File: src/rtl/detector_limiar_persistente_if.sv
// Sample/result bundle between a comparator-side driver and the persistence filter.
// The driver (master) presents strobed comparator outputs; the filter (slave) returns registered status.
interface detector_limiar_persistente_if #(
    parameter int C = 8
);
    logic         limpa;
    logic         habilita;
    logic         amostra_valida;
    logic         alb;
    logic         agb;
    logic         aeb;
    logic         alarme;
    logic         pulso_alarme;
    logic [C-1:0] eventos;
    logic         erro;
    logic [1:0]   estado;

    modport master (
        output limpa, habilita, amostra_valida, alb, agb, aeb,
        input  alarme, pulso_alarme, eventos, erro, estado
    );

    modport slave (
        input  limpa, habilita, amostra_valida, alb, agb, aeb,
        output alarme, pulso_alarme, eventos, erro, estado
    );
endinterface

File: src/rtl/detector_limiar_persistente.sv
// Persistence filter: raises an alarm after K consecutive "above" samples and releases it after
// R consecutive "not above" samples; counts raised alarms and flags malformed comparator words.
module detector_limiar_persistente #(
    parameter int K            = 4,
    parameter int R            = 4,
    parameter int INCLUI_IGUAL = 0,
    parameter int C            = 8
) (
    input  logic                         clock,
    input  logic                         reset_n,
    detector_limiar_persistente_if.slave bus
);
    localparam int             MAX_KR = (K > R) ? K : R;
    localparam int             CW     = $clog2(MAX_KR + 1);
    localparam logic [CW-1:0]  CNT_UM = CW'(1);
    localparam logic [CW-1:0]  K_W    = CW'(K);
    localparam logic [CW-1:0]  R_W    = CW'(R);
    localparam logic [C-1:0]   EV_MAX = '1;
    localparam logic [C-1:0]   EV_UM  = C'(1);
    localparam logic           IGUAL  = (INCLUI_IGUAL != 0);

    typedef enum logic [1:0] {
        NORMAL    = 2'b00,
        SUSPEITA  = 2'b01,
        ALARME    = 2'b10,
        LIBERANDO = 2'b11
    } estado_t;

    estado_t       r_estado, w_prox_estado;
    logic [CW-1:0] r_cnt, w_prox_cnt, w_cnt_mais;
    logic          w_aceita, w_one_hot, w_acima, w_sobe;
    logic          r_pulso, w_prox_pulso;
    logic          r_erro, w_prox_erro;
    logic [C-1:0]  r_eventos, w_prox_eventos;

    assign w_aceita   = bus.amostra_valida & bus.habilita & ~bus.limpa;
    assign w_one_hot  = $onehot({bus.alb, bus.agb, bus.aeb});
    assign w_acima    = bus.agb | (IGUAL & bus.aeb);
    assign w_cnt_mais = r_cnt + CNT_UM;

    // NOTE: sequential state uses non-blocking assignments so every register samples pre-edge values.
    always_ff @(posedge clock or negedge reset_n) begin
        if (!reset_n) begin
            r_estado <= NORMAL;
            r_cnt    <= '0;
        end else begin
            r_estado <= w_prox_estado;
            r_cnt    <= w_prox_cnt;
        end
    end

    // NOTE: every combinational output gets a default first, so no path can infer a latch.
    always_comb begin
        w_prox_estado = r_estado;
        w_prox_cnt    = r_cnt;
        w_sobe        = 1'b0;
        if (bus.limpa) begin
            w_prox_estado = NORMAL;
            w_prox_cnt    = '0;
        end else if (w_aceita && w_one_hot) begin
            unique case (r_estado)
                NORMAL: begin
                    if (w_acima) begin
                        if (K == 1) begin
                            w_prox_estado = ALARME;
                            w_sobe        = 1'b1;
                        end else begin
                            w_prox_estado = SUSPEITA;
                            w_prox_cnt    = CNT_UM;
                        end
                    end
                end
                SUSPEITA: begin
                    if (!w_acima) begin
                        w_prox_estado = NORMAL;
                        w_prox_cnt    = '0;
                    end else if (w_cnt_mais == K_W) begin
                        w_prox_estado = ALARME;
                        w_prox_cnt    = '0;
                        w_sobe        = 1'b1;
                    end else begin
                        w_prox_cnt = w_cnt_mais;
                    end
                end
                ALARME: begin
                    if (!w_acima) begin
                        if (R == 1) begin
                            w_prox_estado = NORMAL;
                        end else begin
                            w_prox_estado = LIBERANDO;
                            w_prox_cnt    = CNT_UM;
                        end
                    end
                end
                LIBERANDO: begin
                    // Returning to ALARME is a continuation of the same event, not a new one.
                    if (w_acima) begin
                        w_prox_estado = ALARME;
                        w_prox_cnt    = '0;
                    end else if (w_cnt_mais == R_W) begin
                        w_prox_estado = NORMAL;
                        w_prox_cnt    = '0;
                    end else begin
                        w_prox_cnt = w_cnt_mais;
                    end
                end
                default: begin
                    w_prox_estado = NORMAL;
                    w_prox_cnt    = '0;
                end
            endcase
        end
    end

    always_comb begin
        w_prox_pulso   = w_sobe;
        w_prox_erro    = r_erro;
        w_prox_eventos = r_eventos;
        if (bus.limpa) begin
            w_prox_erro    = 1'b0;
            w_prox_eventos = '0;
        end else begin
            if (w_aceita && !w_one_hot) w_prox_erro = 1'b1;
            if (w_sobe && (r_eventos != EV_MAX)) w_prox_eventos = r_eventos + EV_UM;
        end
    end

    always_ff @(posedge clock or negedge reset_n) begin
        if (!reset_n) begin
            r_pulso   <= 1'b0;
            r_erro    <= 1'b0;
            r_eventos <= '0;
        end else begin
            r_pulso   <= w_prox_pulso;
            r_erro    <= w_prox_erro;
            r_eventos <= w_prox_eventos;
        end
    end

    assign bus.alarme       = r_estado[1];
    assign bus.estado       = r_estado;
    assign bus.pulso_alarme = r_pulso;
    assign bus.erro         = r_erro;
    assign bus.eventos      = r_eventos;
endmodule

File: src/flat_wrapper.sv
// flat-port wrapper written by rule: the top's interface ports become plain ports
module detector_limiar_persistente_flat 
#(
    parameter int K            = 4,
    parameter int R            = 4,
    parameter int INCLUI_IGUAL = 0,
    parameter int C            = 8
)
  (clock, reset_n, bus_limpa, bus_habilita, bus_amostra_valida, bus_alb, bus_agb, bus_aeb, bus_alarme, bus_pulso_alarme, bus_eventos, bus_erro, bus_estado);
  detector_limiar_persistente_if #(.C(C)) bus_i ();
  input  logic clock;
  input  logic reset_n;
  input wire logic [$bits(bus_i.limpa)-1:0] bus_limpa;
  input wire logic [$bits(bus_i.habilita)-1:0] bus_habilita;
  input wire logic [$bits(bus_i.amostra_valida)-1:0] bus_amostra_valida;
  input wire logic [$bits(bus_i.alb)-1:0] bus_alb;
  input wire logic [$bits(bus_i.agb)-1:0] bus_agb;
  input wire logic [$bits(bus_i.aeb)-1:0] bus_aeb;
  output wire logic [$bits(bus_i.alarme)-1:0] bus_alarme;
  output wire logic [$bits(bus_i.pulso_alarme)-1:0] bus_pulso_alarme;
  output wire logic [$bits(bus_i.eventos)-1:0] bus_eventos;
  output wire logic [$bits(bus_i.erro)-1:0] bus_erro;
  output wire logic [$bits(bus_i.estado)-1:0] bus_estado;
  assign bus_i.limpa = bus_limpa;
  assign bus_i.habilita = bus_habilita;
  assign bus_i.amostra_valida = bus_amostra_valida;
  assign bus_i.alb = bus_alb;
  assign bus_i.agb = bus_agb;
  assign bus_i.aeb = bus_aeb;
  assign bus_alarme = bus_i.alarme;
  assign bus_pulso_alarme = bus_i.pulso_alarme;
  assign bus_eventos = bus_i.eventos;
  assign bus_erro = bus_i.erro;
  assign bus_estado = bus_i.estado;
  detector_limiar_persistente #(.K(K), .R(R), .INCLUI_IGUAL(INCLUI_IGUAL), .C(C)) u_core (.clock(clock), .reset_n(reset_n), .bus(bus_i));
endmodule
File: config.mk
export PLATFORM = sky130hd
export DESIGN_NAME = detector_limiar_persistente_flat
export DESIGN_NICKNAME = d
export VERILOG_FILES = /design/src/rtl/detector_limiar_persistente_if.sv /design/src/rtl/detector_limiar_persistente.sv /design/src/flat_wrapper.sv
export SDC_FILE = /design/constraint.sdc
export NUM_CORES = 1
export LEC_CHECK = 0
export ABC_AREA = 1
export BUFFER_PORTS_ARGS = -buffer_cell sky130_fd_sc_hd__buf_4
export CAP_MARGIN = 20
export CORE_MARGIN = 1.5
export CORE_UTILIZATION = 48
export DETAILED_ROUTE_END_ITERATION = 8
export PLACE_DENSITY = 0.78
export SYNTH_ARGS = -nofsm -noshare
export SYNTH_HDL_FRONTEND = slang
export SYNTH_SLANG_ARGS = --single-unit
File: constraint.sdc
create_clock -name clock -period 1.3 [get_ports clock]
set_input_delay 0.065 -clock clock [delete_from_list [all_inputs] [get_ports clock]]
set_output_delay 0.065 -clock clock [all_outputs]
set_load 0.02 [all_outputs]
# == After elaboration in Yosys (flattened, before gate mapping) ==
# Index checks and enable logic that the tools add are counted.
# totals
regBits,15
word_cells,58
# op_classes
add_sub_neg,4
eq_ne,10
mux,26
n_bitwise,3
reduce_logical,10
# ops
operator,count
$mux 3,7
$mux 2,8
$mux 8,2
$pmux 3 s4,1
$add 8x1->8 const B,1
$ne 4x3->1 const B,2
$ne 8x8->1 const B,1
$pmux 2 s4,1
$mux 1,7
$ne 3x3->1 const B,2
$reduce_bool 2->1,3
$reduce_and 5->1,1
$eq 2x1->1 const B,2
$eq 2x2->1 const B,2
$add 3x1->3 const B,1
$eq 3x3->1 const B,1
$logic_and 1x1->1,3
$reduce_and 3->1,1
$add 1x1->2,1
$add 2x1->2,1
$and 1x1->1,2
$logic_not 2->1,1
$logic_not 1->1,1
$not 1->1,1

# == Longest topological paths before layout ==
# depth
ltp_word,10
mapped_depth,10

# == Worst setup path after synthesis ==
# No wires, ideal clock.
# synth_timing
path_type,input to register
startpoint,input bus_aeb
endpoint,"register u_core.r_estado[0], in the netlist u_core.bus.estado[0]"
t_arrival_ps,1228
required_ps,1182
setup_slack_ps,-46
path_stages,10
path_cell_list,inv_1 fa_1 inv_1 nand2_1 nor2_8 o21ai_2 nand2_2 nand2_2 nand2_1 nand2_1
# synth_via
elab_chain_cells,6
# synth_lines
element,line_no,source
start: declaration,flat_wrapper.sv:18,input wire logic [$bits(bus_i.aeb)-1:0] bus_aeb;
$add 1x1->2 (implied by the code),detector_limiar_persistente.sv:37,"assign w_one_hot = $onehot({bus.alb, bus.agb, bus.aeb});"
$add 2x1->2 (implied by the code),detector_limiar_persistente.sv:37,
$eq 2x1->1,detector_limiar_persistente.sv:37,
$logic_and 1x1->1,detector_limiar_persistente.sv:60,end else if (w_aceita && w_one_hot) begin
$reduce_bool 2->1 (no line),-,
$reduce_and 5->1 (no line),-,
end signal: assignment,detector_limiar_persistente.sv:47,r_estado <= w_prox_estado;
end: declaration,detector_limiar_persistente.sv:29,"estado_t r_estado, w_prox_estado;"
# Every way passes these cells.
# A chain may end at the register's enable or synchronous reset.

# == Worst setup path in the final report ==
# layout_timing
startpoint,register u_core.r_cnt[1]
endpoint,"register u_core.r_eventos[6], in the netlist u_core.bus.eventos[6]"
# layout_via
elab_chain_cells,9
# layout_lines
element,line_no,source
start: declaration,detector_limiar_persistente.sv:30,"logic [CW-1:0] r_cnt, w_prox_cnt, w_cnt_mais;"
start signal: assignment,detector_limiar_persistente.sv:48,r_cnt <= w_prox_cnt;
$add 3x1->3,detector_limiar_persistente.sv:39,assign w_cnt_mais = r_cnt + CNT_UM;
$eq 3x3->1,detector_limiar_persistente.sv:77,end else if (w_cnt_mais == K_W) begin
$mux 1,detector_limiar_persistente.sv:77,
$mux 1,detector_limiar_persistente.sv:74,if (!w_acima) begin
$mux 1,detector_limiar_persistente.sv:61,unique case (r_estado)
$mux 1,detector_limiar_persistente.sv:60,
$mux 1,detector_limiar_persistente.sv:57,if (bus.limpa) begin
$logic_and 1x1->1,detector_limiar_persistente.sv:124,if (w_sobe && (r_eventos != EV_MAX)) w_prox_eventos = r_eventos + EV_UM;
$reduce_bool 2->1 (no line),-,
end signal: assignment,detector_limiar_persistente.sv:136,r_eventos <= w_prox_eventos;
end: declaration,detector_limiar_persistente.sv:34,"logic [C-1:0] r_eventos, w_prox_eventos;"
# Every way passes these cells.

==> impl_metrics.tcl <==
set metrics [dict create \
    area_delta_synth_final_pct 46.3 \
    required_ns 1.54 \
    multi_input_area_sq_um 684 \
    hold_ws_ns 0.0374 \
    cts_tree "yes" \
    drc 0 \
    hp-class "primary input to flop" \
    die_h_um 50.0 \
    worst_setup_path_start_kind "flop" \
    wl_met2_um 1420 \
    clkPwrFrac 0.312 \
    yosysUniqueCellTypes 28 \
    grt_overflow 0 \
    place.gp.congestion 0.853 \
    synthAdderAreaFrac 0.0542 \
    dieArea_sq_um 2500 \
    cp_max_fo 7 \
    portBuffers 20 \
    r2r_end "u_core.bus.eventos[6]" \
    wire_per_inst_um 13.9 \
    core_area_sq_um 2020 \
    yosysMostFrequentCell "nand2_1" \
    finalWirelength_um 3040 \
    wl_met3_um 213 \
    synthCells 143 \
    seqCellArea_sq_um 377 \
    regToRegSetupSlack_ns -0.09 \
    crit_path_end_kind "flop" \
    async_flop_share 1.00 \
    violations "setup timing" \
    syn_nets 155 \
    worstReg2RegStart "u_core.r_cnt[1]" \
    startpoint "u_core.r_cnt[1]" \
    p_per_area_nw_per_um2 603 \
    finalInstanceArea_sq_um 1550 \
    max_freq_mhz 722 \
    setup_ws_ns -0.0852 \
    crit_type "flop to flop" \
    grt_first_pass_wirelength_um 4430 \
    synth-compound-area-share 0.0483 \
    clkLatencyLatePin_ns 0.30 \
    ys.warnings.count 0 \
    synthTopCellsByCount "46 x nand2_1, 17 x inv_1, 16 x nand3_1, 15 x dfrtp_1, 12 x nor2_1" \
    initial_core_util 0.525 \
    rows 16 \
    setup_viol 9 \
    slew_headroom 0.855 \
    synth_xor_area_frac 0.00824 \
    finalHoldViolCount 0 \
    pwr-share-comb 0.173 \
    ant_nets 0 \
    numCtsBuffers 3 \
    switching_share 0.295 \
    viasPerCell 5.42 \
    postSynthAreaPerCell_sq_um 7.43 \
    nets 204 \
    grt_pass1_vias 1012 \
    p_int_mw 0.660 \
    yosys.area_share.simple 0.441 \
    maxSlewViolCount 0 \
    fin_util 0.769 \
    drt_pass1_iterations 6 \
    syn-cell-area_sq_um 1060 \
    dpl.hpwl_um 2010 \
    fin_crit_ns 1.39 \
    seq_power_share 0.515 \
    first_iter_violations 61 \
    p_sw_mw 0.276 \
    synthFlopType "dfrtp_1" \
    post_dp_cell_area_sq_um 1390 \
    synth-seq-cells 15 \
    synth-seq-area-share 0.353 \
    post-route-period-util 1.07 \
    synth_top_family_by_area "simple AND/OR/NAND/NOR gates" \
    max-vdd-ir-drop_uv 719 \
    critPathArrivalTime_ns 1.63 \
    cts_sinks 15 \
    drt-met1-wl_um 1250 \
    die_x_um 50.0 \
    globalRouteTotalUtil 0.238 \
    synth_edf_count 0 \
    synth.largest_area_cell "dfrtp_1" \
    rsz0062_at_grt "yes" \
    htree_num_levels 1 \
    cts-root-buf "clkbuf_4" \
    clockBufferDepth 2 \
    insertedDiodeCount 0 \
    rr_worst_depth 8 \
    highest_layer "met4" \
    vias 1181 \
    worst_pin_slew_ns 0.216 \
    drive_gt1_frac 0.435 \
    fill_cells 125 \
    p_leak_nw 0.784 \
    clk_pin_slew_worst_paths_ns 0.10 \
    drv_cap 0 \
    antenna_found_initial 0 \
    synth.area.mux_share 0 \
    worstSetupEndpoint "u_core.bus.eventos[6]" \
    skew_ns 0.00224 \
    yosys.area.top_type_share 0.353 \
    status "finished with violations" \
    grt_max_degree 16 \
    ys_top_cells_by_area "dfrtp_1 35%, nand2_1 16%, nand3_1 7.5%" \
    ios 21 \
]
-- power by group through the flow --
stage               Clock (mW)  Sequential, mW  Combinational [mW]
detailed placement           0           0.490               0.152
global placement             0           0.490               0.149
floorplan                    0           0.503              0.0700
global route             0.303           0.483               0.175
finish                   0.293           0.482               0.162
CTS                      0.280           0.481               0.156
-- timing repair --
action | 4_1_cts | 5_1_grt
cloned | 1 | 0
pin swaps | 8 | 10
setup endpoints to repair | 10 | 13
hold buffers | 1 | 0
setup buffers | 3 | 2
resized for setup | 8 | 16
hold endpoints to repair | 15 | 0
-- critical path: stages (launching register included) --
cell and delay (ns):
dfrtp_2 0.45, ha_4 0.18, nand2_4 0.08, nand3_4 0.08
nor2_4 0.14, nand3_4 0.12, nand2_4 0.13, nand2_1 0.08
nand2_1 0.06
-- worst min path at each step --
stage | slack, ns | cells past startpoint | start | endpoint
floorplan | -0.23 | 0 | reset_n | u_core.bus.erro
global placement | -0.07 | 1 | reset_n | u_core.r_cnt[2]
detailed placement | -0.07 | 1 | reset_n | u_core.r_cnt[2]
CTS | 0.03 | 2 | bus_limpa | u_core.bus.erro
global route | 0.04 | 2 | bus_limpa | u_core.bus.erro
finish | 0.04 | 2 | bus_limpa | u_core.bus.erro
-- layer usage --
layer,vias to the layer above,GRT usage
met2,75,0.408
li1,553,-
met5,-,0
met1,532,0.292
met3,21,0.0212
met4,0,0.125
-- placed cells by master, fill, tap and decap left out, types with 3 or more instances in the layout --
cell type	instances
buf_4	43
clkbuf_4	3
dfrtp_1	14
inv_1	15
inv_2	4
nand2_1	37
nand2_2	11
nand2_4	3
nand3_1	16
nand3_4	4
nor2_1	12
o21ai_0	3
-- stage by stage --
| step | setup slack, ns | std cells | TNS [ns] | total power, mW |
|---|---|---|---|---|
| detailed placement | -0.138 | 208 | -1.23 | 0.643 |
| global route | -0.140 | 218 | -1.13 | 0.961 |
| floorplan | 0.0122 | 143 | 0 | 0.573 |
| CTS | -0.0978 | 217 | -0.695 | 0.917 |
| finish | -0.0852 | 218 | -0.541 | 0.937 |
| global placement | -0.102 | 208 | -0.751 | 0.639 |
-- sequential cells by signal, indices dropped and copies added, names as in the netlist --
name                     cells
u_core.bus.estado            2
u_core.bus.eventos           8
u_core.bus.pulso_alarme      1
u_core.bus.erro              1
u_core.r_cnt                 3
-- cell families (layout without fill, tap and decap cells) --
group	count (synthesis)	after routing
adders and majority gates	4	4
buffers and inverters	23	70
DFF	15	15
AOI/OAI and AO/OA	9	9
and+or+nand+nor	91	92
xor gates and xnor gates	1	1
-- cell type report --
class	count	share of cell area
Sequential cell	15	0.242
Clock buffer	4	0.0169
Multi-Input combinational cell	106	0.440
Timing Repair Buffer	46	0.229
Tap cell	27	0.0217
Inverter	20	0.0499
No activity file was read; power rests on OpenSTA's default activity.
